File: src/rtl/eth_helper_pkg.sv
// eth_helper_pkg
//   Shared definitions for the EthHelper stream encoders and decoders:
//   - decoder FSM state encoding for the R-channel stream decoder
//   - bit offsets of the fixed fields inside the R metadata word
//   - stream type tags, shared with the encoder side so both ends agree
package eth_helper_pkg;

  // Decoder state: waiting for the data word, waiting for the metadata
  // word, or presenting the regenerated beat on the AXI R channel.
  typedef enum logic [1:0] {
    S_DATA = 2'd0,
    S_META = 2'd1,
    S_OUT  = 2'd2
  } r_dec_state_e;

  // Fixed fields at the bottom of the metadata word. RID starts at
  // META_RID_LSB and RUSER follows directly above RID, so the RUSER
  // offset depends on ID_WIDTH and is derived inside the users.
  localparam int META_RRESP_LSB = 0;
  localparam int META_RRESP_W   = 2;
  localparam int META_RLAST_BIT = 2;
  localparam int META_RID_LSB   = 3;

  // Stream type tags carried next to every stream word.
  localparam int          STREAM_TYPE_W  = 3;
  localparam logic [2:0]  STREAM_TYPE_R  = 3'd0;
  localparam logic [2:0]  STREAM_TYPE_AR = 3'd1;
  localparam logic [2:0]  STREAM_TYPE_AW = 3'd2;
  localparam logic [2:0]  STREAM_TYPE_W_ = 3'd3;
  localparam logic [2:0]  STREAM_TYPE_B  = 3'd4;

endpackage

File: src/rtl/r_burst_checker.sv
// r_burst_checker
//   Watches the beats handed off on the regenerated AXI R channel and raises
//   a sticky error when a burst does not look like BURST_LEN beats with one
//   RID and RLAST on the final beat only. Purely observational.
//
// Ports:
//   clk        in   clock, rising edge
//   reset      in   synchronous active-high reset
//   beat_fire  in   one R beat handed off this cycle (rvalid && rready)
//   beat_last  in   RLAST of that beat
//   beat_id    in   RID of that beat
//   burst_err  out  sticky protocol error, cleared only by reset
module r_burst_checker #(
  parameter int BURST_LEN = 8,
  parameter int ID_WIDTH  = 32
) (
  input  logic                clk,
  input  logic                reset,
  input  logic                beat_fire,
  input  logic                beat_last,
  input  logic [ID_WIDTH-1:0] beat_id,
  output logic                burst_err
);

  // A one-beat burst still needs a one-bit counter to exist.
  localparam int CW = (BURST_LEN > 1) ? $clog2(BURST_LEN) : 1;
  localparam logic [CW-1:0] LAST_IDX = CW'(BURST_LEN - 1);

  logic [CW-1:0]       cnt_q, cnt_d;
  logic [ID_WIDTH-1:0] first_id_q, first_id_d;
  logic                err_q, err_d;

  always_comb begin
    cnt_d      = cnt_q;
    first_id_d = first_id_q;
    err_d      = err_q;
    if (beat_fire) begin
      if (beat_last && (cnt_q != LAST_IDX)) begin
        err_d = 1'b1;
      end
      if (!beat_last && (cnt_q == LAST_IDX)) begin
        err_d = 1'b1;
      end
      // The first beat defines the burst's RID; later beats must match it.
      if (cnt_q == '0) begin
        first_id_d = beat_id;
      end else if (beat_id != first_id_q) begin
        err_d = 1'b1;
      end
      // Restart on RLAST; also restart after the last index so a missing
      // RLAST does not leave the counter walking past the burst length.
      if (beat_last || (cnt_q == LAST_IDX)) begin
        cnt_d = '0;
      end else begin
        cnt_d = cnt_q + 1'b1;
      end
    end
  end

  always_ff @(posedge clk) begin
    if (reset) begin
      cnt_q      <= '0;
      first_id_q <= '0;
      err_q      <= 1'b0;
    end else begin
      cnt_q      <= cnt_d;
      first_id_q <= first_id_d;
      err_q      <= err_d;
    end
  end

  assign burst_err = err_q;

endmodule

File: src/rtl/stream_to_axi_r.sv
// stream_to_axi_r
//   Rebuilds AXI R-channel beats from the captured two-word-per-beat stream:
//   a data word followed by a metadata word holding RRESP/RLAST/RID/RUSER.
//   Only words tagged with STREAM_TYPE are consumed; other tags are left
//   waiting on the stream (stream_ready stays low for them).
//
//   Optional feature: define STREAM_TO_AXI_R_CHECK_EN to instantiate the
//   burst checker driving burst_err; otherwise burst_err is tied low.
//
// Ports:
//   clk, reset                     clock and synchronous active-high reset
//   stream_valid/ready/data/type   incoming stream words
//   busy                           beat partially received or being driven
//   AXIM_r*                        regenerated AXI R channel (master side)
//   burst_err                      sticky burst protocol error
module stream_to_axi_r
  import eth_helper_pkg::*;
#(
  parameter int DATA_WIDTH        = 128,
  parameter int ID_WIDTH          = 32,
  parameter int USER_WIDTH        = 64,
  parameter int BURST_LEN         = 8,
  parameter int STREAM_TYPE_WIDTH = 3,
  parameter logic [STREAM_TYPE_WIDTH-1:0] STREAM_TYPE = STREAM_TYPE_WIDTH'(STREAM_TYPE_R)
) (
  input  logic                         clk,
  input  logic                         reset,
  input  logic                         stream_valid,
  output logic                         stream_ready,
  input  logic [DATA_WIDTH-1:0]        stream_data,
  input  logic [STREAM_TYPE_WIDTH-1:0] stream_type,
  output logic                         busy,
  output logic [ID_WIDTH-1:0]          AXIM_rid,
  output logic [DATA_WIDTH-1:0]        AXIM_rdata,
  output logic [1:0]                   AXIM_rresp,
  output logic                         AXIM_rlast,
  output logic [USER_WIDTH-1:0]        AXIM_ruser,
  output logic                         AXIM_rvalid,
  input  logic                         AXIM_rready,
  output logic                         burst_err
);

  localparam int RID_LSB   = META_RID_LSB;
  localparam int RUSER_LSB = META_RID_LSB + ID_WIDTH;

  generate
    if (ID_WIDTH + USER_WIDTH + 3 > DATA_WIDTH) begin : g_width_check
      $error("stream_to_axi_r: metadata fields do not fit in DATA_WIDTH");
    end
  endgenerate

  r_dec_state_e          state_q, state_d;
  logic [DATA_WIDTH-1:0] data_q, data_d;
  logic [DATA_WIDTH-1:0] rdata_q, rdata_d;
  logic [ID_WIDTH-1:0]   rid_q, rid_d;
  logic [1:0]            rresp_q, rresp_d;
  logic                  rlast_q, rlast_d;
  logic [USER_WIDTH-1:0] ruser_q, ruser_d;
  logic                  rvalid_q, rvalid_d;

  logic type_match;
  logic accept;

  assign type_match = (stream_type == STREAM_TYPE);

  // While a beat is on the R channel a new word may only be taken in the
  // cycle the beat leaves, so at most one beat is ever held.
  always_comb begin
    stream_ready = 1'b0;
    if (!reset && type_match) begin
      unique case (state_q)
        S_DATA:  stream_ready = 1'b1;
        S_META:  stream_ready = 1'b1;
        S_OUT:   stream_ready = AXIM_rready;
        default: stream_ready = 1'b0;
      endcase
    end
  end

  assign accept = stream_valid && stream_ready;

  always_comb begin
    state_d  = state_q;
    data_d   = data_q;
    rdata_d  = rdata_q;
    rid_d    = rid_q;
    rresp_d  = rresp_q;
    rlast_d  = rlast_q;
    ruser_d  = ruser_q;
    rvalid_d = rvalid_q;
    unique case (state_q)
      S_DATA: begin
        if (accept) begin
          data_d  = stream_data;
          state_d = S_META;
        end
      end
      S_META: begin
        if (accept) begin
          rdata_d  = data_q;
          rresp_d  = stream_data[META_RRESP_LSB +: META_RRESP_W];
          rlast_d  = stream_data[META_RLAST_BIT];
          rid_d    = stream_data[RID_LSB +: ID_WIDTH];
          ruser_d  = stream_data[RUSER_LSB +: USER_WIDTH];
          rvalid_d = 1'b1;
          state_d  = S_OUT;
        end
      end
      S_OUT: begin
        // Output fields stay loaded after the handshake; only valid drops.
        if (AXIM_rready) begin
          rvalid_d = 1'b0;
          if (accept) begin
            data_d  = stream_data;
            state_d = S_META;
          end else begin
            state_d = S_DATA;
          end
        end
      end
      default: begin
        state_d  = S_DATA;
        rvalid_d = 1'b0;
      end
    endcase
  end

  always_ff @(posedge clk) begin
    if (reset) begin
      state_q  <= S_DATA;
      data_q   <= '0;
      rdata_q  <= '0;
      rid_q    <= '0;
      rresp_q  <= '0;
      rlast_q  <= 1'b0;
      ruser_q  <= '0;
      rvalid_q <= 1'b0;
    end else begin
      state_q  <= state_d;
      data_q   <= data_d;
      rdata_q  <= rdata_d;
      rid_q    <= rid_d;
      rresp_q  <= rresp_d;
      rlast_q  <= rlast_d;
      ruser_q  <= ruser_d;
      rvalid_q <= rvalid_d;
    end
  end

  assign busy        = (state_q == S_META) || (state_q == S_OUT);
  assign AXIM_rdata  = rdata_q;
  assign AXIM_rid    = rid_q;
  assign AXIM_rresp  = rresp_q;
  assign AXIM_rlast  = rlast_q;
  assign AXIM_ruser  = ruser_q;
  assign AXIM_rvalid = rvalid_q;

`ifdef STREAM_TO_AXI_R_CHECK_EN
  r_burst_checker #(
    .BURST_LEN (BURST_LEN),
    .ID_WIDTH  (ID_WIDTH)
  ) u_burst_checker (
    .clk       (clk),
    .reset     (reset),
    .beat_fire (rvalid_q && AXIM_rready),
    .beat_last (rlast_q),
    .beat_id   (rid_q),
    .burst_err (burst_err)
  );
`else
  assign burst_err = 1'b0;
`endif

endmodule

File: config.mk
export PLATFORM = sky130hd
export DESIGN_NAME = stream_to_axi_r
export DESIGN_NICKNAME = d
export VERILOG_FILES = /design/src/rtl/eth_helper_pkg.sv /design/src/rtl/r_burst_checker.sv /design/src/rtl/stream_to_axi_r.sv
export SDC_FILE = /design/constraint.sdc
export NUM_CORES = 1
export LEC_CHECK = 0
export CAP_MARGIN = 20
export CORE_AREA = 4 4 157 273
export DETAILED_ROUTE_END_ITERATION = 7
export DIE_AREA = 0 0 161 277
export GPL_TIMING_DRIVEN = 0
export HOLD_SLACK_MARGIN = 0.03
export SLEW_MARGIN = 20
export SYNTH_ARGS = -nofsm -noshare
export SYNTH_HDL_FRONTEND = slang
export SYNTH_SLANG_ARGS = --single-unit
File: constraint.sdc
create_clock -name clk -period 5.4 [get_ports clk]
set_input_delay 0.81 -clock clk [delete_from_list [all_inputs] [get_ports clk]]
set_output_delay 0.81 -clock clk [all_outputs]
set_load 0.03 [all_outputs]
**Word-level counts from Yosys, hierarchy flattened**

Index checks and enable logic that the tools add are counted.
W data, S select, Z words.

- Word-level logic and storage cells: 39
- Memory bits (read-only): 0
- Latch bits: 0
- Input bits: 135
- RAM bits: 0
- Memories kept: 0
- Bits in registers: 358
- Output and inout bits: 231

- Mux-type cells: 13
- Bitwise operators: 1
- Eq/ne operators: 5
- $lt $le $gt $ge: 0
- Reductions and logical operators: 12
- Add/subtract/negate cells: 0
- Shift operators: 0
- $mul: 0
- Divide/modulo/power cells: 0

Operators with widths:

| kind | number |
|---|---|
| $mux W128 | 2 |
| $pmux W128 S2 | 1 |
| $mux W2 | 3 |
| $ne A2 B2 Y1 const B | 3 |
| $pmux W2 S3 | 1 |
| $reduce_and A3 Y1 | 2 |
| $mux W1 | 4 |
| $reduce_and A2 Y1 | 2 |
| $logic_not A3 Y1 | 1 |
| $pmux W1 S3 | 1 |
| $eq A2 B1 Y1 const B | 1 |
| $eq A2 B2 Y1 const B | 1 |
| $logic_and A1 B1 Y1 | 2 |
| $logic_not A2 Y1 | 1 |
| $pmux W1 S2 | 1 |
| $reduce_bool A2 Y1 | 1 |
| $reduce_or A2 Y1 | 1 |
| $logic_not A1 Y1 | 1 |
| $logic_or A1 B1 Y1 | 1 |
| $not A1 Y1 | 1 |

**Longest topological paths before layout**

- Depth after elaboration: 8
- Mapped depth: 8
- Gate-level depth less buffers: 5

**Worst setup path after synthesis**

No wires, ideal clock.

- Kind: input-to-output
- Start: in stream_type[1]
- End: out stream_ready
- Buffers on the path: 1
- Stages: 3
- Data required time: 4590 ps
- Setup slack: 2397 ps
- Data arrival time: 2193 ps
- Cell sequence: or4_1 -> clkbuf_1 -> a211oi_1

- Longest elaborated chain between the ends: 3

RTL lines:

| item | RTL line | source |
|---|---|---|
| start: declaration | stream_to_axi_r.sv:31 | `input logic [STREAM_TYPE_WIDTH-1:0] stream_type,` |
| $logic_not A3 Y1 | stream_to_axi_r.sv:64 | `assign type_match = (stream_type == STREAM_TYPE);` |
| $logic_and A1 B1 Y1 | stream_to_axi_r.sv:70 | `if (!reset && type_match) begin` |
| $mux W1 | stream_to_axi_r.sv:70 |  |
| end: declaration | stream_to_axi_r.sv:29 | `output logic stream_ready,` |

Every way passes these cells.

**Worst setup path in the final report**

- Start: in reset
- End: out stream_ready

- Longest elaborated chain between the ends: 3

RTL lines:

| item | RTL line | source |
|---|---|---|
| start: declaration | stream_to_axi_r.sv:27 | `input logic reset,` |
| $logic_not A1 Y1 | stream_to_axi_r.sv:70 |  |
| $logic_and A1 B1 Y1 | stream_to_axi_r.sv:70 |  |
| $mux W1 | stream_to_axi_r.sv:70 |  |

Every way passes these cells.

==> metrics.txt <==
syn nets=1446; width of the die=between 150 and 200 µm; placer congestion estimate=0.7799; dpl ws=roughly 1500 ps; worst-margin pin slew=just over 1000 ps; Pre-antenna DRT Iters=4; Final Max Slew Viols=0; sequential fraction of the synthesis area=0.5094; Period Utilization, post-route=0.7075; Die Ht=~280 µm; Final #Nets=between 1500 and 2000; count of different cell masters after synthesis=29; clk_skew=approximately 18 ps; Max Freq=261.7 MHz; share of layout cells above drive strength 1=0.04391; # fillers=between 3000 and 4000; worst flop-to-flop path startpoint=state_q[1]; Ys Warns=0; Reg power frac=0.484; clock tree sinks=358; Setup Buffers After CTS=0; clock-pin slew on the worst setup and hold paths=60 ps; via count=a little over 10000; RSZ-0062 raised after global routing=no; WP data required=between 4000 and 5000 ps; TritonCTS clock tree=yes; synthesized area per cell=10.76 µm²; CTS buffer count=35; post-DP HPWL=32370 µm; Layout area overhead=39.19%; total power draw=approximately 5.5 mW; starting density of the core=0.3456; Logic pwr share=0.053; Sw Share=0.2163; Clock Power Share=0.463; multi-input logic area=between 6000 and 7000 µm²; Critical Path End Type=output port; drt drc=0; crit path from=reset; P_sw=between 1 and 1.5 mW; Hold Path Class=reg2reg; PwrDens=280.9 nW/µm²; root cell of the clock tree=clkbuf_16; worst setup margin=1579 ps; largest net degree at the start of global routing=16; row count=slightly below 100; HP Start=AXIM_rdata[83]; worst-path maximum fanout=5; H-tree levels=2; Peak VDD IR=between 0.2 and 0.25 mV; DR WL/cell=18.51 µm; gr usage total=0.1829; routed wire length=about 42000 µm; leak pwr=just over 9 nW; post-route ant nets=0; Max-Slew Margin vs Limit=0.3212; cts hold-fix bufs=0; # port buffers=364; 1st-iter DRT viols=between 200 and 300; Int Pwr=about 4.3 mW; die area=44600 µm²; CP arrival=about 3000 ps; Final TNS setup=0 ps; Reg area=between 7000 and 8000 µm²; crit path time final=around 3800 ps; number of global-route vias before repair=10620; PostCTS Resize Cnt=0; Util after Layout=0.4811; Yosys reg bits=around 360; Mapped Area=about 14000 µm²; kind of critical path=in2out; initial antenna violation count=1; synthesized instance count=between 1000 and 1500; CP startpoint kind=input pin; final number of setup-violating endpoints=0; status=complete, no violations; clock latency on the worst-skew pair=around 520 ps; CORE AREA=roughly 41000 µm²; Final Hold Vio Count=0; total of max-cap violations=0; clk buf depth=3; first-pass GRT wire length=approximately 64000 µm; # IOs=366; number of vias per cell=approximately 4.4; Congestion Overflow GR=0
-- cells by family (layout without fill, tap and decap cells) --
family                     count (synthesis)  count (layout)  synth area share
muxes                                    356             356            0.2542
buffers and inverters                    178             602           0.05033
AOI/OAI and AO/OA                          9               9          0.004446
other                                      1               2         0.0002665
and+or+nand+nor                          401             401            0.1779
DFF                                      358             358            0.5094
adders and majority gates                  4               4          0.003557
-- through the flow --
| step | std cells | cell area [µm²] | hold slack, ps |
|---|---|---|---|
| 2_1_floorplan | 1307 | 14070 | 449.7 |
| 3_3_place_gp | 2221 | 18400 | 455.3 |
| 3_5_place_dp | 2221 | 18400 | 464.5 |
| 4_1_cts | 2281 | 19580 | 477.0 |
| 5_1_grt | 2282 | 19580 | 495.2 |
| 6_report | 2282 | 19580 | 474.4 |
-- power by group through the flow --
stage,Clock [mW],Combinational [mW],Sequential [mW]
5_1_grt,2.71,0.313,2.66
2_1_floorplan,0,0.129,2.73
6_report,2.55,0.290,2.66
3_3_place_gp,0,0.296,2.72
3_5_place_dp,0,0.296,2.72
4_1_cts,2.62,0.298,2.66
-- final timing paths --
check,endpoint,slack [ps],cells past startpoint
setup / recovery,stream_ready,1580,5
hold / removal,AXIM_rdata[83],470,2
hold reg to reg,AXIM_rdata[83],470,2
setup reg to reg,AXIM_ruser[6],2510,6
-- critical path, cell delays in order --
cell	delay, ps
clkdlybuf4s50_1	530
or4_1	500
clkbuf_1	170
a211oi_1	190
clkdlybuf4s50_1	800
-- registers in the layout (all words and copies together), names as in the netlist --
register     cells
data_q         128
AXIM_rvalid      1
state_q          2
AXIM_rlast       1
AXIM_rresp       2
AXIM_ruser      64
AXIM_rid        32
AXIM_rdata     128
-- metal layers --
metal	GRT usage	wire [µm]	vias to the layer above
li1	-	-	5022
met1	0.1864	15580	4790
met2	0.3590	23100	268
met3	0.03946	2087	70
met4	0.06611	1478	0
met5	0	0	-
-- area by class of cell --
cell class / count / area share
Buffer: 84 / 0.01814
Sequential cell: 358 / 0.3660
Antenna cell: 1 / 0.0001278
Clock inverter: 12 / 0.007283
Timing Repair Buffer: 364 / 0.1860
Clock buffer: 48 / 0.05296
Multi-Input combinational cell: 771 / 0.3163
Tap cell: 550 / 0.03514
Inverter: 94 / 0.01802
-- synth_stat cells (all sizes together) --
cell type	count	share of area
o21a	1	0.00053
nand4	1	0.00044
nor2b	12	0.0053
buf	36	0.012
nand3	1	0.00036
and3	1	0.00044
mux2	10	0.0080
a21oi	1	0.00036
a31oi	2	0.00089
nand2b	379	0.17
dfxtp	358	0.51
a2111oi	1	0.00062
a211oi	1	0.00053
o21ai	1	0.00036
conb	1	0.00027
clkbuf	48	0.013
inv	94	0.025
ha	4	0.0036
o211ai	1	0.00053
or4	2	0.0011
a211o	1	0.00062
nor4	2	0.00089
nand2	2	0.00053
nor2	1	0.00027
mux2i	346	0.25
-- placed cells by master (no fill, tap or decap), types with 2 or more instances in the layout --
| master | Yosys | final |
|---|---|---|
| bufinv_16 | 0 | 3 |
| clkbuf_1 | 48 | 52 |
| nor2b_1 | 12 | 12 |
| nand2b_1 | 379 | 379 |
| nand2_1 | 2 | 2 |
| nor4_1 | 2 | 2 |
| mux2_1 | 5 | 5 |
| inv_1 | 94 | 94 |
| ha_1 | 4 | 4 |
| mux2i_1 | 346 | 346 |
| clkinv_2 | 0 | 6 |
| dfxtp_1 | 358 | 358 |
| clkbuf_8 | 0 | 7 |
| buf_1 | 21 | 21 |
| clkbuf_16 | 0 | 37 |
| buf_2 | 11 | 11 |
| buf_6 | 3 | 3 |
| mux2_2 | 5 | 5 |
| clkinvlp_4 | 0 | 3 |
| or4_1 | 2 | 2 |
| a31oi_1 | 2 | 2 |
| clkdlybuf4s50_1 | 0 | 364 |
No activity file was read; power rests on OpenSTA's default activity.
